**src/rtl/bgpu_dispatcher_pkg.sv**
```systemverilog
// bgpu_dispatcher_pkg: shared dispatcher types and defaults (tag space, release-buffer sizing, min helper)
package bgpu_dispatcher_pkg;
  localparam int unsigned DefNumTags  = 8;
  localparam int unsigned DefNumSrc   = 4;
  localparam int unsigned DefNumTagIn = 2;
  localparam int unsigned DefDepth    = 8;
  localparam int unsigned TagWidth    = $clog2(DefNumTags);
  typedef logic [TagWidth-1:0] tag_t;
  function automatic int unsigned min_u(input int unsigned a, input int unsigned b);
    return (a < b) ? a : b;
  endfunction
endpackage

```
**src/rtl/tag_release_rr_select.sv**
```systemverilog
// tag_release_rr_select: rotating multi-grant selector, grants the first budget_i valid sources scanning from start_i
//   valid_i  : request per source
//   start_i  : scan start index
//   budget_i : maximum number of grants
//   grant_o  : granted sources
//   offset_o : per-grant position in scan order
//   count_o  : number of grants
//   next_o   : index after the last grant (start_i when nothing granted)
module tag_release_rr_select #(
  parameter int unsigned NumSrc = 4,
  parameter int unsigned BudW = 4,
  localparam int unsigned SelW = (NumSrc > 1) ? $clog2(NumSrc) : 1
) (
  input  logic [NumSrc-1:0]           valid_i,
  input  logic [SelW-1:0]             start_i,
  input  logic [BudW-1:0]             budget_i,
  output logic [NumSrc-1:0]           grant_o,
  output logic [NumSrc-1:0][BudW-1:0] offset_o,
  output logic [BudW-1:0]             count_o,
  output logic [SelW-1:0]             next_o
);
  logic [BudW-1:0] cnt;
  logic [SelW-1:0] idx;
  always_comb begin
    grant_o = '0;
    offset_o = '0;
    cnt = '0;
    idx = '0;
    next_o = start_i;
    for (int i = 0; i < NumSrc; i++) begin
      idx = SelW'((int'(start_i) + i) % NumSrc);
      if (valid_i[idx] && cnt < budget_i) begin
        grant_o[idx] = 1'b1;
        offset_o[idx] = cnt;
        cnt = cnt + BudW'(1);
        next_o = SelW'((int'(idx) + 1) % NumSrc);
      end
    end
    count_o = cnt;
  end
endmodule

```
**src/rtl/tag_release_buffer.sv**
```systemverilog
// tag_release_buffer: collects tag releases from NumSrc sources round-robin into an in-order FIFO and drains up to NumTagIn per cycle
//   clk_i, rst_ni : clock, synchronous active-low reset
//   src_valid_i / src_tag_i / src_ready_o : per-source release handshake
//   free_o / tag_o : free strobes and tags to the tag queue, packed from lane 0
//   TAG_RELEASE_BYPASS_EN : when defined, idle lanes are filled same-cycle with accepted tags
module tag_release_buffer import bgpu_dispatcher_pkg::*; #(
  parameter int unsigned NumTags = DefNumTags,
  parameter int unsigned NumSrc = DefNumSrc,
  parameter int unsigned NumTagIn = DefNumTagIn,
  parameter int unsigned Depth = DefDepth,
  localparam int unsigned TagW = $clog2(NumTags)
) (
  input  logic                           clk_i,
  input  logic                           rst_ni,
  input  logic [NumSrc-1:0]              src_valid_i,
  input  logic [NumSrc-1:0][TagW-1:0]    src_tag_i,
  output logic [NumSrc-1:0]              src_ready_o,
  output logic [NumTagIn-1:0]            free_o,
  output logic [NumTagIn-1:0][TagW-1:0]  tag_o
);
  localparam int unsigned PtrW = $clog2(Depth);
  localparam int unsigned CntW = $clog2(Depth + 1);
  localparam int unsigned BudW = $clog2(Depth + NumTagIn + 1);
  localparam int unsigned SelW = (NumSrc > 1) ? $clog2(NumSrc) : 1;

  logic [TagW-1:0]             fifo_q [Depth];
  logic [PtrW-1:0]             rd_ptr_q, rd_ptr_d, wr_ptr_q, wr_ptr_d;
  logic [CntW-1:0]             count_q, count_d;
  logic [SelW-1:0]             rr_q, rr_d, rr_next;
  logic [BudW-1:0]             n_drain, n_byp, n_acc, n_fifo, budget;
  logic [NumSrc-1:0]           grant;
  logic [NumSrc-1:0][BudW-1:0] offset;

  assign n_drain = BudW'(min_u(int'(count_q), NumTagIn));
`ifdef TAG_RELEASE_BYPASS_EN
  assign n_byp = BudW'(NumTagIn) - n_drain;
`else
  assign n_byp = '0;
`endif
  // Budget comes from registered state only, so ready never depends on the drain path.
  assign budget = rst_ni ? BudW'(Depth) - BudW'(count_q) + n_byp : '0;

  tag_release_rr_select #(
    .NumSrc (NumSrc),
    .BudW   (BudW)
  ) i_select (
    .valid_i  (src_valid_i),
    .start_i  (rr_q),
    .budget_i (budget),
    .grant_o  (grant),
    .offset_o (offset),
    .count_o  (n_acc),
    .next_o   (rr_next)
  );

  assign src_ready_o = grant;
  // The first n_byp accepted tags take the idle lanes; only the rest enter the FIFO.
  assign n_fifo = (n_acc > n_byp) ? n_acc - n_byp : '0;

  always_comb begin
    free_o = '0;
    tag_o = '0;
    for (int k = 0; k < NumTagIn; k++) begin
      if (rst_ni && BudW'(k) < n_drain) begin
        free_o[k] = 1'b1;
        tag_o[k] = fifo_q[rd_ptr_q + PtrW'(k)];
      end
    end
    for (int j = 0; j < NumSrc; j++) begin
      if (grant[j] && offset[j] < n_byp) begin
        free_o[n_drain + offset[j]] = 1'b1;
        tag_o[n_drain + offset[j]] = src_tag_i[j];
      end
    end
  end

  always_comb begin
    count_d = count_q + CntW'(n_fifo) - CntW'(n_drain);
    rd_ptr_d = rd_ptr_q + PtrW'(n_drain);
    wr_ptr_d = wr_ptr_q + PtrW'(n_fifo);
    rr_d = (n_acc != '0) ? rr_next : rr_q;
  end

  always_ff @(posedge clk_i) begin
    if (!rst_ni) begin
      count_q <= '0;
      rd_ptr_q <= '0;
      wr_ptr_q <= '0;
      rr_q <= '0;
    end else begin
      count_q <= count_d;
      rd_ptr_q <= rd_ptr_d;
      wr_ptr_q <= wr_ptr_d;
      rr_q <= rr_d;
    end
  end

  always_ff @(posedge clk_i) begin
    for (int j = 0; j < NumSrc; j++) begin
      if (grant[j] && offset[j] >= n_byp) begin
        fifo_q[wr_ptr_q + PtrW'(offset[j] - n_byp)] <= src_tag_i[j];
      end
    end
  end

`ifndef SYNTHESIS
  always @(posedge clk_i) begin
    if (rst_ni) begin
      for (int j = 0; j < NumSrc; j++) begin
        assert (!src_valid_i[j] || int'(src_tag_i[j]) < int'(NumTags))
          else $error("tag_release_buffer: source %0d tag %0d out of range", j, src_tag_i[j]);
        for (int k = j + 1; k < NumSrc; k++) begin
          assert (!(src_valid_i[j] && src_valid_i[k] && src_tag_i[j] == src_tag_i[k]))
            else $error("tag_release_buffer: sources %0d and %0d release the same tag", j, k);
        end
      end
    end
  end
`endif
endmodule

```
**config.mk**
```make
export PLATFORM = sky130hd
export DESIGN_NAME = tag_release_buffer
export DESIGN_NICKNAME = d
export VERILOG_FILES = /design/src/rtl/bgpu_dispatcher_pkg.sv /design/src/rtl/tag_release_rr_select.sv /design/src/rtl/tag_release_buffer.sv
export SDC_FILE = /design/constraint.sdc
export NUM_CORES = 1
export LEC_CHECK = 0
export BUFFER_PORTS_ARGS = -buffer_cell sky130_fd_sc_hd__buf_2
export CAP_MARGIN = 30
export CORE_MARGIN = 2
export CORE_UTILIZATION = 40
export CTS_CLUSTER_SIZE = 20
export DETAILED_ROUTE_END_ITERATION = 8
export PLACE_DENSITY = 0.7
export SKIP_CTS_REPAIR_TIMING = 1
export SLEW_MARGIN = 20
export SYNTH_ARGS = -nofsm -noshare
export SYNTH_HDL_FRONTEND = slang
export SYNTH_SLANG_ARGS = --single-unit
```
**constraint.sdc**
```tcl
create_clock -name clk_i -period 6.5 [get_ports clk_i]
set_input_delay 0.325 -clock clk_i [delete_from_list [all_inputs] [get_ports clk_i]]
set_output_delay 0.325 -clock clk_i [all_outputs]
set_load 0.01 [all_outputs]
```
; Word level (Yosys, flattened, before mapping)
; Memories as Yosys holds them, arrays and structs flattened. A register that Yosys moved wholly into a read port is not among the register bits.
; Index checks and enable logic that the tools add are counted.
; W data, S select, Z words.
[totals]
input_bits = 18
mem_count = 1
latchBits = 0
ramBits = 24
mem_bits_ro = 0
regBits = 12
wordCells = 176
[classes]
multipliers = 0
n_eq_ne = 0
mux = 83
reduce_logical = 25
div = 0
order_cmp = 32
add_sub_neg = 23
shifts = 0
n_bitwise = 8
[memory_table]
columns = memory, words, word_bits, read_ports, rd_ports_with_merged_regs, write_ports, line
row1 = fifo_q, 8, 3, 2, 1, 4, tag_release_buffer.sv:26  ; logic [TagW-1:0] fifo_q [Depth];
[op_table]
columns = operator, count
row1 = $mux W4, 13
row2 = $mux W16, 3
row3 = $bwmux W16, 2
row4 = $ge A4 B1 Y1 const B, 8
row5 = $bwmux W6, 4
row6 = $demux W4 S2, 3
row7 = $mux W6, 4
row8 = $mux W1, 23
row9 = $logic_and A1 B1 Y1, 22
row10 = $mux W3, 7
row11 = $add A4 B4 Y4, 5
row12 = $lt A4 B2 Y1 const B, 5
row13 = $add A3 B3 Y3, 6
row14 = $and A13 B16 Y16, 1
row15 = $lt A4 B1 Y1 const B, 4
row16 = $mux W2, 8
row17 = $demux W3 S1, 4
row18 = $lt A1 B4 Y1 const A, 3
row19 = $lt A2 B3 Y1 const B, 4
row20 = $or A4 B4 Y4, 3
row21 = $add A2 B1 Y2 const B, 4
row22 = $add A4 B1 Y4 const B, 2
row23 = $bmux W1 S2, 4
row24 = $demux W1 S2, 4
row25 = other kinds (13), 25

; Logic depth before layout (Yosys ltp)
[logic_depth]
ltp_word = 27
depth_mapped = 32
mapped_depth_nobuf = 27

; Cells and area by module
; From an unflattened synthesis, not the netlist that was laid out.
[hier_totals]
cells_unflattened = 432
hier_area_um2 = 4162.7
[by_module_without_submodules]
columns = mod, area_each_um2, cells_each, n_inst, seq_area_each_um2
row1 = tag_release_buffer, 3285.7, 307, 1, 960.9
row2 = tag_release_rr_select, 877.1, 125, 1, 0.0

; Worst setup path before layout
; No wires, ideal clock.
[synth_path]
path_kind = reg-to-reg
startpoint = reg count_q[0]
endpoint = mem fifo_q[6][0] in the netlist's numbering, enable pin
path_buffers = 4
required_ns = 6.166
synth_period_minus_slack_ns = 7.063
slack_ns = -0.563
stages_incl_launch_ff = 32
t_arrival_ns = 6.729
path_cell_list = dfxtp_1 > buf_4 > inv_1 > ha_1 > nand2b_1 > o211ai_1 > nand3b_1 > and2_1 > clkbuf_1 > ha_1 > ha_1 > nor4bb_1 > a311oi_2 > a21boi_2 > mux2_2 > inv_1 > ha_1 > o31ai_1 > nor3_1 > o21ai_0 > clkbuf_1 > nand2_1 > mux2_2 > ha_1 > fa_1 > xnor2_1 > a31o_2 > and2_1 > or4b_4 > buf_6 > and2_4 > o211ai_1
[synth_lines]
columns = item, line
row1 = "start, declared", tag_release_buffer.sv:28  ; logic [CntW-1:0] count_q, count_d;
row2 = "start signal, assigned", tag_release_buffer.sv:91  ; count_q <= count_d;
row3 = "end, declared", tag_release_buffer.sv:26

==> flow_summary.yaml <==
detailed_routing:
  wirelength_microns: 12200
  drtIter0Drc: 476
  antenna_left: 0
  vias: 3912
  viasPerCell: 6.21
  drt_first_pass_iters: 6
  drc: 0
  wl_per_cell_microns: 19.4
clocking:
  clkLatencyLatePin_ns: 0.30
  cts_tree: "yes"
  clockBufferDepth: 2
  htree_levels: 2
  cts_buffers: 5
  path_clk_slew_ns: 0.09
  cts_sinks: 36
  clockRootBuffer: "clkbuf_8"
die:
  fp.dieH_microns: 108
  core_area_sq_um: 10400
  start_util: 0.414
  rows: 37
  ios: 30
  die_area_sq_um: 11600
  die_width_microns: 108
pwr:
  p_leak_nw: 2.07
  p_comb_frac: 0.740
  max-vdd-ir-drop_v: 0.000236
  p_clk_frac: 0.079
  p_total_mw: 2.52
  power_switching_mw: 1.18
  pwr-share-seq: 0.181
  p_sw_frac: 0.469
  powerDensity_nw_per_um2: 503
  p_int_mw: 1.34
synth:
  ys_seq_elements: 36
  synth-edff-count: 24
  syn_nets: 506
  synthDistinctLibCells: 76
  synth_cells: 455
  synth_area_per_cell_sq_um: 9.48
  syn-cell-area_sq_um: 4310
  ys.warnings.count: 0
  synth_flop_cell: "edfxtp_1"
  synthArstFlopShare: 0
  yosysSeqAreaShare: 0.223
layout:
  nNetsFinal: 544
  fillerInstances: 955
  final_cell_mix: "nor2_1, buf_4, buf_2, mux2i_1, nand2_1"
  drive_gt1_frac: 0.320
  layout_commonest_cell: "nor2_1"
  syn2layout_area_growth_pct: 16.5
  diodes: 0
hold_path:
  hp-start: "rst_ni"
  worstHoldPathCells: 3
  hold_path_end: "rr_q[1]$_SDFFE_PN0P_"
  min_path_type: "in2reg"
timing:
  period_share: 0.980
  min_period_ns: 6.37
  drv_slew: 0
  setup_viol: 0
  setup_tns_ns: 0
  fin_hold_ws_ns: 0.362
  finalHoldViolCount: 0
  clock_skew_ns: 0.0175
  worst_pin_slew_ns: 0.655
  max_freq_mhz: 157
  rsz0062_at_grt: "true"
  slew_headroom: 0.562
grt:
  overflow: 0
  track_usage: 0.208
  antenna_found_initial: 0
  grt_pass1_vias: 3632
  grt_first_pass_wirelength_microns: 18900
  grt_max_degree: 27
placed_design:
  hpwl_microns: 9330
  port_buffers: 29
  globalplace.congestion: 0.942
worst_setup_path:
  reg2reg_slack_ns: 0.13
  timing.rr.start: "rr_q[0]$_SDFFE_PN0P_"
  critPathMaxFanout: 5
  slowest_stage: "or4_4"
  start_kind: "register"
  critPathCaptureType: "register"
  timing.rr.end: "fifo_q[2][1]$_DFFE_PP_"
  path_delay_family: "simple AND/OR/NAND/NOR gates"
  arrival_ns: 6.44
  ff2ff_path_depth: 25
  worstSetupPathType: "reg2reg"
  cp_slowest_stage_delay_ns: 0.50
  crit_buf_inv: 2
  crit_required_ns: 6.57
job:
  cap_viol_max_count: 0
run_status:
  status: "complete, no violations"
## worst max path at each step
stage | from | end | slack (ns) | cells after the start
6_report | rr_q[0]$_SDFFE_PN0P_ | fifo_q[2][1]$_DFFE_PP_ | 0.13 | 25
5_1_grt | rr_q[0]$_SDFFE_PN0P_ | fifo_q[0][2]$_DFFE_PP_ | -0.11 | 25
3_5_place_dp | rr_q[0]$_SDFFE_PN0P_ | fifo_q[2][2]$_DFFE_PP_ | -0.07 | 25
4_1_cts | rr_q[0]$_SDFFE_PN0P_ | fifo_q[2][1]$_DFFE_PP_ | -0.12 | 25
2_1_floorplan | count_q[0]$_SDFF_PN0_ | fifo_q[2][0]$_DFFE_PP_ | 0.01 | 30
3_3_place_gp | rr_q[0]$_SDFFE_PN0P_ | fifo_q[2][0]$_DFFE_PP_ | 0.09 | 25
## per-stage QoR
stage	std cells	area, sq um	util	setup WS (ns)
after floorplan	455	4430	-	0.00968
after global placement	605	4690	0.450	0.0944
after detailed placement	605	4690	0.450	-0.0669
after CTS	613	4790	0.460	-0.125
after global routing	630	5020	0.482	-0.107
final	630	5020	0.482	0.129
## routing by layer
metal | track usage | vias up | wire length [microns] | share of wire
li1 | - | 1813 | - | -
met1 | 0.291 | 1870 | 5280 | 0.43
met3 | 0.0194 | 38 | 826 | 0.068
met5 | 0 | - | 0 | 0
met4 | 0.0742 | 0 | 362 | 0.030
met2 | 0.336 | 191 | 5720 | 0.47
## registers in the layout, summed over array words and instances (netlist names)
name and cells:
rr_q 2, count_q 4, wr_ptr_q 3, rd_ptr_q 3, fifo_q 24
## worst reg2reg max path, stage by stage, from the launching register on
cell	delay, ns
dfxtp_4	0.39
clkinvlp_4	0.14
ha_4	0.31
mux4_2	0.28
and2_4	0.18
and2_4	0.15
ha_2	0.19
ha_4	0.18
nor4bb_4	0.31
a311oi_2	0.10
a21boi_2	0.21
mux2_4	0.35
inv_4	0.07
ha_1	0.15
o31ai_2	0.09
or4_4	0.50
nand3_2	0.12
mux2_2	0.35
ha_2	0.18
fa_2	0.37
xor2_2	0.20
nand4_1	0.22
a21bo_2	0.30
a211o_1	0.29
nor2b_4	0.17
a221oi_1	0.35
## final cells by class
cell class / instances / area [sq um] / share of cell area
Timing Repair Buffer: 62 / 393 / 0.0782
Sequential cell: 36 / 970 / 0.193
Clock buffer: 6 / 72.6 / 0.0145
Inverter: 27 / 110 / 0.0219
Multi-Input combinational cell: 361 / 3270 / 0.651
Clock inverter: 2 / 35.0 / 0.00698
Tap cell: 136 / 170 / 0.0339
## kinds of logic after synthesis
group                      after synthesis  synth area share
xor gates and xnor gates                16            0.0325
and+or+nand+nor                        153             0.193
AOI/OAI and AO/OA                      106             0.214
muxes                                   53             0.173
DFF                                     36             0.223
buffers and inverters                   58            0.0566
adders and majority gates               33             0.108
## power groups by stage
| stage | Clock, mW | Combinational (mW) | Sequential, mW |
|---|---|---|---|
| 6_report | 0.199 | 1.87 | 0.457 |
| 5_1_grt | 0.207 | 2.05 | 0.471 |
| 4_1_cts | 0.199 | 1.71 | 0.457 |
| 3_5_place_dp | 0 | 1.69 | 0.462 |
| 3_3_place_gp | 0 | 1.66 | 0.457 |
| 2_1_floorplan | 0 | 1.35 | 0.408 |
## cells in the mapped netlist (3+ instances only)
cell type | number | area, sq um
a211o_1 | 4 | 35.0
a211oi_1 | 3 | 22.5
a21o_1 | 3 | 22.5
a21oi_1 | 9 | 45.0
a221oi_1 | 14 | 123
a221oi_2 | 6 | 90.1
a222oi_1 | 3 | 30.0
a22oi_1 | 4 | 30.0
a31o_2 | 3 | 26.3
a31oi_1 | 3 | 18.8
a41o_1 | 3 | 30.0
and2_1 | 17 | 106
buf_1 | 7 | 26.3
buf_2 | 3 | 15.0
clkbuf_1 | 17 | 63.8
dfxtp_1 | 12 | 240
edfxtp_1 | 24 | 721
fa_1 | 7 | 140
ha_1 | 26 | 325
inv_1 | 27 | 101
mux2_2 | 9 | 101
mux2i_1 | 28 | 280
mux4_2 | 15 | 338
nand2_1 | 26 | 97.6
nand2b_1 | 8 | 50.1
nand3_1 | 5 | 25.0
nand4_1 | 8 | 50.1
nor2_1 | 39 | 146
nor2b_1 | 9 | 56.3
nor3_1 | 15 | 75.1
nor3b_1 | 5 | 37.5
o211ai_1 | 12 | 90.1
o21ai_0 | 7 | 35.0
o221a_2 | 3 | 33.8
o31ai_1 | 3 | 22.5
xnor2_1 | 9 | 78.8
xor2_1 | 7 | 61.3
Note: power is estimated with default switching activity, not from simulation.
